### src/rtl/four_input_rr_mux_arbiter.sv
`default_nettype none
// ============================================================================
// Module      : four_input_rr_mux_arbiter
// Description : Round-robin arbiter in front of a shared 4:1 mux. Turns a
//               4-bit request vector into a registered one-hot grant and
//               drives the mux select pair (s1,s0) to the granted index.
//               A bounded hold window stops any one requester from starving
//               the others.
// Ports       : clk    - system clock, rising edge
//               reset  - synchronous active-high reset
//               req    - request vector, req[i] asks for mux input i
//               grant  - registered one-hot grant, 0 when idle
//               s0, s1 - registered mux select, {s1,s0} = granted index
//               valid  - high while a grant is active
// Revision    : 1.0 - initial release
// ============================================================================
module four_input_rr_mux_arbiter #(
    parameter int HOLD_MAX = 4
) (
    input  logic       clk,
    input  logic       reset,
    input  logic [3:0] req,
    output logic [3:0] grant,
    output logic       s0,
    output logic       s1,
    output logic       valid
);

    localparam int             c_CW       = $clog2(HOLD_MAX + 1);
    localparam logic [c_CW-1:0] c_HOLD_MAX = c_CW'(HOLD_MAX);
    localparam logic [c_CW-1:0] c_ONE      = c_CW'(1);

    typedef enum logic [0:0] {
        IDLE  = 1'b0,
        GRANT = 1'b1
    } state_t;

    state_t          r_state,    w_state_nxt;
    logic [3:0]      r_grant,    w_grant_nxt;
    logic [1:0]      r_sel,      w_sel_nxt;
    logic [1:0]      r_last,     w_last_nxt;
    logic [c_CW-1:0] r_hold_cnt, w_hold_cnt_nxt;

    logic [3:0]      w_gnt_mask;
    logic [3:0]      w_others;
    logic            w_release;
    logic [3:0]      w_search_req;
    logic [1:0]      w_search_ptr;
    logic [2:0]      w_pick;

    // Returns {found, index}: first set bit of r scanning ptr, ptr+1, ...
    // with 2-bit wrap. Scanning from the far end lets the nearest hit win.
    function automatic logic [2:0] rr_pick(input logic [3:0] r,
                                           input logic [1:0] ptr);
        logic [1:0] idx;
        rr_pick = 3'b000;
        for (int k = 3; k >= 0; k--) begin
            idx = ptr + 2'(k);
            if (r[idx]) begin
                rr_pick = {1'b1, idx};
            end
        end
    endfunction

    // In GRANT, r_sel always holds the index of the current winner.
    assign w_gnt_mask = 4'b0001 << r_sel;
    assign w_others   = req & ~w_gnt_mask;
    assign w_release  = (r_state == GRANT) &&
                        (!req[r_sel] ||
                         ((r_hold_cnt == c_HOLD_MAX) && (w_others != 4'b0000)));

    // Idle search starts after the last released index; a release search
    // starts after the releasing index and excludes it.
    assign w_search_req = (r_state == GRANT) ? w_others : req;
    assign w_search_ptr = (r_state == GRANT) ? (r_sel + 2'd1) : (r_last + 2'd1);
    assign w_pick       = rr_pick(w_search_req, w_search_ptr);

    always_comb begin
        w_state_nxt    = r_state;
        w_grant_nxt    = r_grant;
        w_sel_nxt      = r_sel;
        w_last_nxt     = r_last;
        w_hold_cnt_nxt = r_hold_cnt;

        unique case (r_state)
            IDLE: begin
                if (w_pick[2]) begin
                    w_state_nxt    = GRANT;
                    w_grant_nxt    = 4'b0001 << w_pick[1:0];
                    w_sel_nxt      = w_pick[1:0];
                    w_hold_cnt_nxt = c_ONE;
                end
            end
            GRANT: begin
                if (w_release) begin
                    w_last_nxt = r_sel;
                    if (w_pick[2]) begin
                        w_grant_nxt    = 4'b0001 << w_pick[1:0];
                        w_sel_nxt      = w_pick[1:0];
                        w_hold_cnt_nxt = c_ONE;
                    end else begin
                        // Select lines keep the last index while idle.
                        w_state_nxt    = IDLE;
                        w_grant_nxt    = 4'b0000;
                        w_hold_cnt_nxt = '0;
                    end
                end else if (r_hold_cnt < c_HOLD_MAX) begin
                    w_hold_cnt_nxt = r_hold_cnt + c_ONE;
                end else begin
                    // Window expired with nobody waiting: restart it.
                    w_hold_cnt_nxt = c_ONE;
                end
            end
            default: begin
                w_state_nxt = IDLE;
            end
        endcase
    end

    always_ff @(posedge clk) begin
        if (reset) begin
            r_state    <= IDLE;
            r_grant    <= 4'b0000;
            r_sel      <= 2'b00;
            r_last     <= 2'd3;
            r_hold_cnt <= '0;
        end else begin
            r_state    <= w_state_nxt;
            r_grant    <= w_grant_nxt;
            r_sel      <= w_sel_nxt;
            r_last     <= w_last_nxt;
            r_hold_cnt <= w_hold_cnt_nxt;
        end
    end

    assign grant = r_grant;
    assign s0    = r_sel[0];
    assign s1    = r_sel[1];
    assign valid = (r_state == GRANT);

endmodule
`default_nettype wire

### config.mk
export PLATFORM = sky130hd
export DESIGN_NAME = four_input_rr_mux_arbiter
export DESIGN_NICKNAME = d
export VERILOG_FILES = /design/src/rtl/four_input_rr_mux_arbiter.sv
export SDC_FILE = /design/constraint.sdc
export NUM_CORES = 1
export LEC_CHECK = 0
export ABC_AREA = 1
export CAP_MARGIN = 20
export CORE_ASPECT_RATIO = 0.8
export CORE_MARGIN = 1.5
export CORE_UTILIZATION = 40
export CTS_CLUSTER_DIAMETER = 40
export DETAILED_ROUTE_END_ITERATION = 7
export SLEW_MARGIN = 20
export SYNTH_ARGS = -nofsm -noshare
export SYNTH_HDL_FRONTEND = slang
export SYNTH_SLANG_ARGS = --single-unit
export TNS_END_PERCENT = 100
### constraint.sdc
create_clock -name clk -period 3.65 [get_ports clk]
set_input_delay 0.73 -clock clk [delete_from_list [all_inputs] [get_ports clk]]
set_output_delay 0.73 -clock clk [all_outputs]
set_load 0.02 [all_outputs]
Word level (Yosys, flattened, before mapping)
Cells that the tools add are included.
- $add $sub $neg: 6
- magnitude comparators: 6
- equal/unequal tests: 3
- shifts and indexed selects: 2
- multiplexer cells: 31
- bitwise operators: 3
- reduce and logical (&&, ||, !) cells: 7
- operator list (operator ; number):
    $mux 3 ; 7
    $mux 4 ; 4
    $lt 2x3->1 const B ; 5
    $bmux 1 s2 ; 5
    $mux 1 ; 8
    $pmux 4 s2 ; 1
    $shl 1x2->4 const A ; 2
    $add 2x1->2 const B ; 3
    $mux 2 ; 3
    $pmux 3 s2 ; 1
    $add 2x2->2 const B ; 2
    $and 4x4->4 ; 1
    $not 4->4 ; 1
    $pmux 2 s2 ; 1
    $reduce_and 2->1 ; 2
    $reduce_bool 4->1 ; 1
    $add 3x1->3 const B ; 1
    $eq 3x3->1 const B ; 1
    $lt 3x3->1 const B ; 1
    $logic_and 1x1->1 ; 2
    $ne 2x1->1 const B ; 1
    $ne 2x2->1 const B ; 1
    $pmux 1 s2 ; 1
    $logic_not 1->1 ; 1
    other kinds (2) ; 2
- register bits after elaboration: 12
- input port bits: 6
- output and inout port bits: 7
- word-level logic and storage cells: 63

Logic depth before layout (Yosys ltp)
Gate-level depths: netlist of run 1.
- depth after elaboration: 14
- mapped depth: 15
- gate-level depth less buffers: 14

Worst setup path before layout of run 1
Ideal clock, no wire load.
- path kind: input -> register
- start point: input port req[0]
- end point: register r_grant[1], in the netlist grant[1]
- library setup time: 0.126 ns
- arrival: 1.613 ns
- path slack: 1.911 ns
- cell stages on the path: 12
- path through: o21ai_1 > nand2_1 > nand2_1 > nand2_1 > nor2_1 > nand3_2 > nand2_1 > inv_1 > nand3_1 > nor2_1 > nor2_1 > nor2_1
- longest elaborated chain between the ends: 12
- ends and longest elaborated chain (what ; line ; RTL):
    start, declared ; 22 ; input logic [3:0] req,
    $and 4x4->4 ; 67 ; assign w_others = req & ~w_gnt_mask;
    $mux 4 ; 74 ; assign w_search_req = (r_state == GRANT) ? w_others : req;
    $bmux 1 s2 ; 59 ; if (r[idx]) begin
    $mux 1 (not written as such) ; 59 ;
    $mux 3 (4 in series) ; 59 ;
    $shl 1x2->4 ; 89, 98 ;
    $mux 4 ; 97 ; if (w_pick[2]) begin
    $mux 4 ; 95 ; if (w_release) begin
    $pmux 4 s2 ; 85 ; unique case (r_state)
    end signal, assigned ; 129 ; r_grant <= w_grant_nxt;
    end, declared ; 39 ; logic [3:0] r_grant, w_grant_nxt;
Parallel ways exist; a longest one is shown, timed or not. The select of a mux whose other input is x is not followed.
A chain may end at the register's enable or synchronous reset.

Final worst setup path of run 1
- start point: register r_state, in the netlist valid
- end point: output port valid
- RTL lines (what ; line ; RTL):
    start, declared ; 38 ; state_t r_state, w_state_nxt;
    start signal, assigned ; 128 ; r_state <= w_state_nxt;
    end, declared ; 26 ; output logic valid
No word-level cell between the ends.

==> results of run 1 <==
-- per-stage QoR --
stage | total power [mW] | utilization, %
after floorplan | 0.608 | -
after global placement | 0.730 | 47.7
after detailed placement | 0.734 | 47.7
after CTS | 0.845 | 49.4
after global routing | 0.929 | 49.4
final | 0.841 | 49.4
-- layout by cell type (no fill, tap or decap) --
cell                              synthesis  routed
sky130_fd_sc_hd__ha_1                     2       2
sky130_fd_sc_hd__nand3_1                 20      20
sky130_fd_sc_hd__inv_1                   22      22
sky130_fd_sc_hd__o22ai_1                  2       2
sky130_fd_sc_hd__o21ai_1                  2       2
sky130_fd_sc_hd__o21ai_4                  1       1
sky130_fd_sc_hd__nand2_1                 47      47
sky130_fd_sc_hd__nor2_1                   8       8
sky130_fd_sc_hd__inv_2                    1       1
sky130_fd_sc_hd__nor2_4                   1       1
sky130_fd_sc_hd__clkbuf_4                 0       3
sky130_fd_sc_hd__nand4_1                  3       3
sky130_fd_sc_hd__o21ai_2                  1       1
sky130_fd_sc_hd__clkdlybuf4s50_1          0      12
sky130_fd_sc_hd__nand2_4                  1       1
sky130_fd_sc_hd__a21oi_1                  7       7
sky130_fd_sc_hd__nor2_2                   1       1
sky130_fd_sc_hd__nand3_2                  1       1
sky130_fd_sc_hd__o21ai_0                  8       8
sky130_fd_sc_hd__dfxtp_1                 12      12
sky130_fd_sc_hd__nand2_2                  4       4
sky130_fd_sc_hd__o21a_1                   2       2
sky130_fd_sc_hd__clkbuf_8                 0       1
-- flip-flops by register name, indices dropped and copies added, names as in the netlist --
name,flops
r_sel,2
r_last,2
valid,1
r_hold_cnt,3
grant,4
-- area by class of cell --
| type | instances | area [sq um] | share of cell area [%] |
|---|---|---|---|
| Timing Repair Buffer | 12 | 120 | 11.3 |
| Clock buffer | 4 | 36.3 | 3.40 |
| Tap cell | 25 | 31.3 | 2.93 |
| Multi-Input combinational cell | 111 | 552 | 51.8 |
| Sequential cell | 12 | 240 | 22.5 |
| Inverter | 23 | 86.3 | 8.10 |
-- power by group through the flow --
stage          Combinational (mW)  Sequential [mW]  Clock, mW
2_1_floorplan               0.372            0.236          0
6_report                    0.511            0.220      0.110
5_1_grt                     0.582            0.227      0.119
4_1_cts                     0.512            0.221      0.112
3_5_place_dp                0.511            0.224          0
3_3_place_gp                0.507            0.223          0
-- cells by family (layout without fill, tap and decap cells) --
group	count (synthesis)	count (layout)	synth area share (%)
flip-flops	12	12	26.4
AND/OR/NAND/NOR	86	86	42.8
adder cells (fa/ha/maj)	2	2	2.75
buffers and inverters	27	39	12.9
AO/OA/AOI/OAI	23	23	15.1
-- metal layers --
layer / vias to the layer above / part of all wire (%)
met5: - / 0
met4: 0 / 0.39
met3: 2 / 5.0
met2: 23 / 40
met1: 388 / 54
li1: 502 / -
-- worst min-delay path by stage --
stage | depth (start not counted) | slack [ps] | end | from
final | 2 | 490 | grant[3] | grant[3]
after global routing | 2 | 510 | grant[3] | grant[3]
after floorplan | 2 | 460 | r_hold_cnt[2] | r_hold_cnt[2]
after global placement | 2 | 470 | grant[3] | grant[3]
after detailed placement | 2 | 480 | grant[3] | grant[3]
after CTS | 2 | 490 | grant[3] | grant[3]
==> out/results.tsv, run 1 <==
stage	metric	value	unit
worst_setup_path	critPathMaxFanout	13	
cts	cts_resized	0	
sta	timing.clock.skew	2.16	ps
worst_setup_path	worst_ep_required_time	2920	ps
logic_synthesis	synthDominantCellAreaShare	26.4	%
logic_synthesis	synth-main-ff-cell	sky130_fd_sc_hd__dfxtp_1	
pwr	power_report.internal_total	426	uW
logic_synthesis	number_of_synthesized_flops_with_an_enable_pin	0	
worst_setup_path	reg2reg_slack	1640	ps
cells_and_area	layout.cell_area.non_filler	1070	sq um
cells_and_area	final_layout_size_suffix_gt1_share	9.26	%
detailed_routing	wl_per_cell	10.9	um
detailed_routing	drt_pass1_iterations	4	
worst_setup_path	timing.rr.start	valid	
logic_synthesis	yosys.cell_count.top_type	sky130_fd_sc_hd__nand2_1	
cells_and_area	fillerInstances	221	
grt	global_route.peak_usage_layer	met2	
logic_synthesis	synth_seq_cells	12	
detailed_routing	number_of_design_rule_violations_left_after_detail_routing	0	
grt	grt_util_met3	5.97	%
placed_design	dpl.hpwl	1630	um
worst_setup_path	worstSetupStartpointType	register	
floorplan	core-area	2160	sq um
cts	clock_latency	280	ps
worst_setup_path	worstSetupPathType	register to output pin	
worst_setup_path	timing.critical_path.to_type	output pin	
grt	grt_pass1_vias	795	
pwr	switching_share	49.4	%
sta	slew-limit-headroom	60.3	%
cts	tritoncts	done	
logic_synthesis	mappedNetlistArea	910	sq um
floorplan	die_x	56.3	um
sta	report.final.slew_viol_count	0	
sta	worst_pin_slew	595	ps
cts	numCtsBuffers	3	
grt	grt_use_met2	27.5	%
sta	fin_worst_hold_slack	489	ps
logic_synthesis	ys.warnings.count	0	
min_path	worstHoldPathType	register to register	
worst_setup_path	r2r_end	grant[3]	
pwr	leakage	0.548	nW
logic_synthesis	synth-async-reset-ratio	0	%
logic_synthesis	yosysUniqueCellTypes	23	
cts	cts.repair_timing.setup_buffer_count	0	
placed_design	placed_cells	183	
detailed_routing	via_density	4.89	
logic_synthesis	yosysSeqAreaShare	26.4	%
pwr	power.switching	415	uW
placed_design	placed_cell_area	1030	sq um
pwr	clock_share_of_power	13.1	%
worst_setup_path	timing.critical_path.slowest_stage_cell	sky130_fd_sc_hd__clkdlybuf4s50_1	
floorplan	die_y	45.7	um
detailed_routing	post_route_ant_nets	0	
worst_setup_path	timing.critical_path.slowest_cell_delay	720	ps
cells_and_area	post_layout_nonfiller_instances	187	
grt	grt_first_pass_wirelength	3470	um
worst_setup_path	crit_path_start	valid	
pwr	sequentialPowerShare	26.2	%
cells_and_area	antenna_cells_inserted	0	
grt	grt_antenna_before_repair	0	
cts	cts.hold.buffers_added	0	
floorplan	die_area	2570	sq um
detailed_routing	drt_first_iter_violations	26	
logic_synthesis	post_synth_main_area_contributors	sky130_fd_sc_hd__dfxtp_1 (26%), sky130_fd_sc_hd__nand2_1 (19%), sky130_fd_sc_hd__nand3_1 (11%), sky130_fd_sc_hd__inv_1 (9.1%), sky130_fd_sc_hd__o21ai_0 (4.4%)	
placed_design	placement.io_buffers	12	
logic_synthesis	synth_nets	158	
run	number_of_violations_of_the_max_capacitance_limit	0	
detailed_routing	drt_wl_total	2040	um
placed_design	post-place-ws	1300	ps
sta	setup-violations-final	0	
worst_setup_path	cp.arrival	1700	ps
run_status	result_of_the_run	complete, no violations	
floorplan	io_pins	13	
sta	postLayoutSetupSlackWorst	1220	ps
sta	timing.final.hold_violations	0	
grt	grt_util_met1	23.9	%
sta	timing.fmax	0.411	GHz
worst_setup_path	rr_worst_depth	9	
placed_design	gp_routability_congestion	0.878	
cts	clock_tree.buffer_depth	2	
pwr	peakVddDrop	410	uV
cells_and_area	flow.area_growth_from_synthesis	17.2	%
cts	h-tree-depth	1	
detailed_routing	dr_total_vias	915	
logic_synthesis	synthCells	150	
pwr	p_comb_share	60.7	%
cts	clk_pin_slew	80	ps
logic_synthesis	synth_common_cells	sky130_fd_sc_hd__nand2_1 (47), sky130_fd_sc_hd__inv_1 (22), sky130_fd_sc_hd__nand3_1 (20)	
floorplan	floorplan.rows	15	
grt	grt_usage	17.5	%
sta	timing.setup.tns	0	ps
cells_and_area	finish.net_count	171	
sta	layout_worst_path_cycle_share	66.7	%
pwr	power.density	789	nW/um^2
worst_setup_path	cell_by_cell_trace_of_the_critical_path	clkdlybuf4s50_1	
worst_setup_path	critical-path-top-delay-family	buffers and inverters	
floorplan	start_util	42.1	%
worst_setup_path	worst-path-buf-inv	1	
worst_setup_path	cp-endpoint	valid	
cts	clock-sinks	12	
logic_synthesis	synth_top_cell_by_area	sky130_fd_sc_hd__dfxtp_1	
grt	largest_net_degree_at_the_start_of_global_routing	14	
grt	globalRoute.totalOverflow	0	
logic_synthesis	post_synth.cell_area_avg	6.06	sq um
worst_setup_path	worst-path-stages	1	
sta	rsz0062_at_grt	false	
cts	cts.root.buffer_cell	sky130_fd_sc_hd__clkbuf_4	
sta	finalCriticalPeriod	2430	ps
Power figures use the tool's default switching activity.
==> run 2: changes to the inputs <==
==> constraint.sdc (replaced) <==
create_clock -name clk -period 2 [get_ports clk]
set_input_delay 0.4 -clock clk [delete_from_list [all_inputs] [get_ports clk]]
set_output_delay 0.4 -clock clk [all_outputs]
set_load 0.02 [all_outputs]
==> out/results.tsv, run 2 (synthesis gave the netlist of run 1 again) <==
stage	metric	value	unit
detailed_routing	drt_first_iter_violations	33	
floorplan	floorplan.rows	15	
sta	fin_worst_hold_slack	491	ps
detailed_routing	drt_wl_total	2050	um
worst_setup_path	critPathMaxFanout	13	
worst_setup_path	timing.rr.start	valid	
detailed_routing	route.met3.wl	129	um
cells_and_area	fillerInstances	219	
min_path	worst_hold_path.num_cells	2	
min_path	min_from	grant[2]	
cts	h-tree-depth	1	
cts	clock_tree.buffer_depth	2	
worst_setup_path	r2r_end	r_sel[1]	
detailed_routing	wl_per_cell	10.8	um
worst_setup_path	reg2reg_slack	210	ps
floorplan	start_util	42.1	%
worst_setup_path	rr_worst_depth	13	
cells_and_area	top_library_cells_by_usage_in_the_layout_fill_and_taps_aside	sky130_fd_sc_hd__nand2_1 (47), sky130_fd_sc_hd__inv_1 (22), sky130_fd_sc_hd__nand3_1 (20)	
detailed_routing	met2_length	920	um
worst_setup_path	worstSetupStartpointType	register	
detailed_routing	dr_top_layer	met4	
cts	tritoncts	done	
pwr	switching_share	48.7	%
detailed_routing	dr_total_vias	954	
pwr	peakVddDrop	834	uV
detailed_routing	post_route_ant_nets	0	
sta	slew-limit-headroom	81.7	%
cts	clk_pin_slew	80	ps
cells_and_area	finish.net_count	174	
worst_setup_path	timing.critical_path.slowest_cell_delay	640	ps
pwr	leakage	0.563	nW
cts	clock-sinks	12	
sta	rsz0062_at_grt	false	
worst_setup_path	worstSetupPathType	register to output pin	
sta	setup-violations-final	0	
run	number_of_violations_of_the_max_capacitance_limit	0	
floorplan	core-area	2160	sq um
floorplan	io_pins	13	
cts	cts.root.buffer_cell	sky130_fd_sc_hd__clkbuf_4	
detailed_routing	via_density	5.02	
cells_and_area	final_util	50.5	%
cells_and_area	final_layout_size_suffix_gt1_share	11.5	%
cts	clock_latency	270	ps
sta	timing.final.hold_violations	0	
pwr	sequentialPowerShare	24.2	%
pwr	power.density	1420	nW/um^2
floorplan	die_y	45.7	um
grt	largest_net_degree_at_the_start_of_global_routing	14	
sta	timing.fmax	0.544	GHz
placed_design	gp_routability_congestion	0.874	
cells_and_area	final_common_cell	sky130_fd_sc_hd__nand2_1	
cells_and_area	flow.area_growth_from_synthesis	19.8	%
worst_setup_path	timing.critical_path.to_type	output pin	
worst_setup_path	cp.arrival	1440	ps
sta	timing.clock.skew	4.22	ps
floorplan	die_area	2570	sq um
detailed_routing	number_of_design_rule_violations_left_after_detail_routing	0	
worst_setup_path	worst-path-buf-inv	2	
floorplan	die_x	56.3	um
detailed_routing	routedLengthMet1	988	um
cells_and_area	post_layout_nonfiller_instances	190	
sta	layout_worst_path_cycle_share	91.9	%
grt	grt_first_pass_wirelength	3430	um
cells_and_area	antenna_cells_inserted	0	
grt	grt_antenna_before_repair	0	
cells_and_area	largest_register_ff_count	4	
pwr	power_report.internal_total	796	uW
placed_design	placed_cells	186	
worst_setup_path	cell_by_cell_trace_of_the_critical_path	buf_4, clkdlybuf4s50_1	
sta	report.final.slew_viol_count	0	
placed_design	dpl.hpwl	1670	um
run_status	result_of_the_run	complete, no violations	
placed_design	placement.io_buffers	12	
worst_setup_path	worst_ep_required_time	1600	ps
worst_setup_path	critical-path-top-delay-family	buffers and inverters	
worst_setup_path	timing.critical_path.slowest_stage_cell	sky130_fd_sc_hd__clkdlybuf4s50_1	
cells_and_area	layout.cell_area.non_filler	1090	sq um
min_path	hold_end	grant[2]	
pwr	p_comb_share	63.4	%
grt	grt_usage	17.2	%
grt	grt_pass1_vias	783	
pwr	finalPower	1.55	mW
cts	numCtsBuffers	3	
sta	worst_pin_slew	274	ps
grt	globalRoute.totalOverflow	0	
sta	finalCriticalPeriod	1840	ps
detailed_routing	drt_pass1_iterations	4	
pwr	power.switching	756	uW
min_path	worstHoldPathType	register to register	
pwr	clock_share_of_power	12.3	%
placed_design	placed_cell_area	1050	sq um
run 2: layer usage:
metal | up-vias | global-route usage (%)
met5 | - | 0
met4 | 0 | 2.86
met3 | 2 | 5.11
met2 | 24 | 27.1
met1 | 418 | 24.0
li1 | 510 | -
run 2: worst reg2reg max path: cells and delay by family (launching register included):
family	cells	cell delay, ps
AOI/OAI and AO/OA	1	200
buffers and inverters	3	290
DFF	1	300
and+or+nand+nor	9	900
run 2: area by class of cell:
type / instances / area, sq um / share of cell area, %
Clock buffer: 4 / 36.3 / 3.33
Sequential cell: 12 / 241 / 22.2
Timing Repair Buffer: 15 / 143 / 13.1
Inverter: 23 / 86.3 / 7.92
Multi-Input combinational cell: 111 / 552 / 50.6
Tap cell: 25 / 31.3 / 2.87
run 2: power groups by stage:
stage / sequential, mW / combinational (mW) / clock, mW
2_1_floorplan: 0.431 / 0.679 / 0
3_3_place_gp: 0.378 / 0.972 / 0
3_5_place_dp: 0.378 / 0.984 / 0
4_1_cts: 0.374 / 0.987 / 0.198
5_1_grt: 0.385 / 1.12 / 0.206
6_report: 0.376 / 0.985 / 0.191
run 2: metrics by stage:
| step | setup TNS, ps | setup WS (ps) |
|---|---|---|
| after floorplan | 0 | 286 |
| after global placement | 0 | 27.5 |
| after detailed placement | -31.2 | -28.5 |
| after CTS | 0 | 103 |
| after global routing | 0 | 7.35 |
| final | 0 | 163 |
run 2: worst max path at each step:
stage | from | endpoint | slack (ps) | cells past startpoint
global route | valid | r_sel[1] | 7 | 13
detailed placement | req[0] | r_sel[1] | -30 | 12
finish | valid | valid | 160 | 2
floorplan | valid | grant[1] | 290 | 14
global placement | req[0] | r_sel[1] | 30 | 12
CTS | r_sel[0] | s0 | 100 | 1
run 2: timing repair:
| action | CTS | global route |
|---|---|---|
| buffers inserted | 0 | 0 |
| gates resized for setup | 0 | 1 |
| hold buffers | 0 | 0 |
| endpoints found under the setup margin | 0 | 4 |
==> run 3: changes to the inputs <==
--- a/config.mk
+++ b/config.mk
@@ -12,6 +12,7 @@
 export CORE_UTILIZATION = 40
 export CTS_CLUSTER_DIAMETER = 40
 export DETAILED_ROUTE_END_ITERATION = 7
+export MAX_ROUTING_LAYER = met4
 export SLEW_MARGIN = 20
 export SYNTH_ARGS = -nofsm -noshare
 export SYNTH_HDL_FRONTEND = slang
==> out/results.tsv, run 3 (synthesis gave the netlist of run 1 again) <==
stage	metric	value	unit
run_status	result_of_the_run	complete, no violations	
worst_setup_path	timing.critical_path.to_type	output pin	
placed_design	dpl.hpwl	1670	um
worst_setup_path	timing.rr.start	valid	
floorplan	io_pins	13	
floorplan	floorplan.rows	15	
pwr	peakVddDrop	833	uV
sta	timing.fmax	0.544	GHz
cts	h-tree-depth	1	
detailed_routing	via_density	5.01	
detailed_routing	number_of_design_rule_violations_left_after_detail_routing	0	
sta	rsz0062_at_grt	false	
pwr	p_comb_share	63.5	%
detailed_routing	wl_per_cell	10.8	um
pwr	power.switching	756	uW
placed_design	placed_cells	186	
sta	setup-violations-final	0	
cts	clk_pin_slew	80	ps
placed_design	placement.io_buffers	12	
min_path	worstHoldPathType	register to register	
cells_and_area	final_common_cell	sky130_fd_sc_hd__nand2_1	
grt	globalRoute.totalOverflow	0	
worst_setup_path	critPathMaxFanout	13	
floorplan	die_area	2570	sq um
pwr	sequentialPowerShare	24.2	%
sta	worst_pin_slew	274	ps
cts	tritoncts	done	
sta	layout_worst_path_cycle_share	91.8	%
detailed_routing	dr_total_vias	952	
detailed_routing	drt_pass1_iterations	4	
grt	grt_antenna_before_repair	0	
floorplan	die_x	56.3	um
detailed_routing	post_route_ant_nets	0	
worst_setup_path	worstSetupStartpointType	register	
cells_and_area	final_layout_size_suffix_gt1_share	11.5	%
pwr	switching_share	48.7	%
worst_setup_path	cp.arrival	1440	ps
grt	grt_usage	17.8	%
grt	grt_pass1_vias	784	
sta	timing.final.hold_violations	0	
cells_and_area	finish.net_count	174	
cts	cts.root.buffer_cell	sky130_fd_sc_hd__clkbuf_4	
cts	clock_tree.buffer_depth	2	
sta	report.final.slew_viol_count	0	
cells_and_area	flow.area_growth_from_synthesis	19.8	%
pwr	leakage	0.563	nW
cells_and_area	top_library_cells_by_usage_in_the_layout_fill_and_taps_aside	sky130_fd_sc_hd__nand2_1 (47), sky130_fd_sc_hd__inv_1 (22), sky130_fd_sc_hd__nand3_1 (20)	
floorplan	die_y	45.7	um
sta	postLayoutSetupSlackWorst	163	ps
cells_and_area	post_layout_nonfiller_instances	190	
detailed_routing	drt_wl_total	2040	um
cts	numCtsBuffers	3	
run	number_of_violations_of_the_max_capacitance_limit	0	
pwr	power_report.internal_total	796	uW
worst_setup_path	reg2reg_slack	210	ps
cells_and_area	antenna_cells_inserted	0	
min_path	min_from	grant[2]	
placed_design	post-place-ws	-28.5	ps
detailed_routing	drt_first_iter_violations	33	
floorplan	core-area	2160	sq um
cells_and_area	fillerInstances	219	
cells_and_area	largest_register_ff_count	4	
floorplan	start_util	42.1	%
sta	finalCriticalPeriod	1840	ps
worst_setup_path	worst_ep_required_time	1600	ps
pwr	clock_share_of_power	12.3	%
pwr	power.density	1420	nW/um^2
worst_setup_path	worstSetupPathType	register to output pin	
cts	cts.hold.buffers_added	0	
grt	grt_first_pass_wirelength	3430	um
worst_setup_path	crit_path_start	valid	
cts	clock_latency	270	ps
cts	clock-sinks	12	
sta	timing.clock.skew	4.23	ps
sta	fin_worst_hold_slack	491	ps
sta	slew-limit-headroom	81.7	%
grt	largest_net_degree_at_the_start_of_global_routing	14	
placed_design	gp_routability_congestion	0.888	
==> run 3: cell counts in the layout (fill, tap and decap cells not counted) <==
Identical to the previous run, type by type.
==> run 3: per-stage QoR <==
stage          area [sq um]  setup TNS (ps)  power [mW]  utilization (%)
4_1_cts                1090               0        1.56             50.4
5_1_grt                1090               0        1.71             50.5
6_report               1090               0        1.55             50.5
2_1_floorplan           910               0        1.11                -
3_5_place_dp           1050           -31.2        1.36             48.8
3_3_place_gp           1050               0        1.35             48.8
==> run 3: worst max-delay path: stages, from the launching register on <==
cell and delay [ps]:
sky130_fd_sc_hd__dfxtp_1 320, sky130_fd_sc_hd__buf_4 210, sky130_fd_sc_hd__clkdlybuf4s50_1 640
==> run 3: cell type report <==
cell class | count | area (sq um) | area share (%)
Inverter | 23 | 86.3 | 7.92
Tap cell | 25 | 31.3 | 2.87
Sequential cell | 12 | 241 | 22.2
Multi-Input combinational cell | 111 | 552 | 50.6
Clock buffer | 4 | 36.3 | 3.33
Timing Repair Buffer | 15 | 143 | 13.1
==> run 3: power groups by stage <==
stage / clock network [mW] / logic (mW) / registers, mW
6_report: 0.191 / 0.985 / 0.376
4_1_cts: 0.198 / 0.987 / 0.374
3_3_place_gp: 0 / 0.972 / 0.378
3_5_place_dp: 0 / 0.984 / 0.378
2_1_floorplan: 0 / 0.679 / 0.431
5_1_grt: 0.206 / 1.12 / 0.385
==> run 3: worst paths after layout <==
path | endpoint | cells after the start
hold reg to reg | grant[2] | 2
setup / recovery | valid | 2
setup reg to reg | r_sel[1] | 13
hold / removal | grant[2] | 2
==> run 3: per-layer routing <==
| metal | global-route usage (%) | wire, um | vias to the layer above |
|---|---|---|---|
| met3 | 5.11 | 130 | 0 |
| met1 | 24.0 | 988 | 418 |
| met2 | 27.1 | 923 | 24 |
| met5 | - | 0 | - |
| li1 | - | - | 510 |
| met4 | 2.86 | 0 | 0 |
==> run 3: repair_timing <==
item                                    4_1_cts  5_1_grt
setup buffers                                 0        0
endpoints found under the setup margin        0        4
resized for setup                             0        1
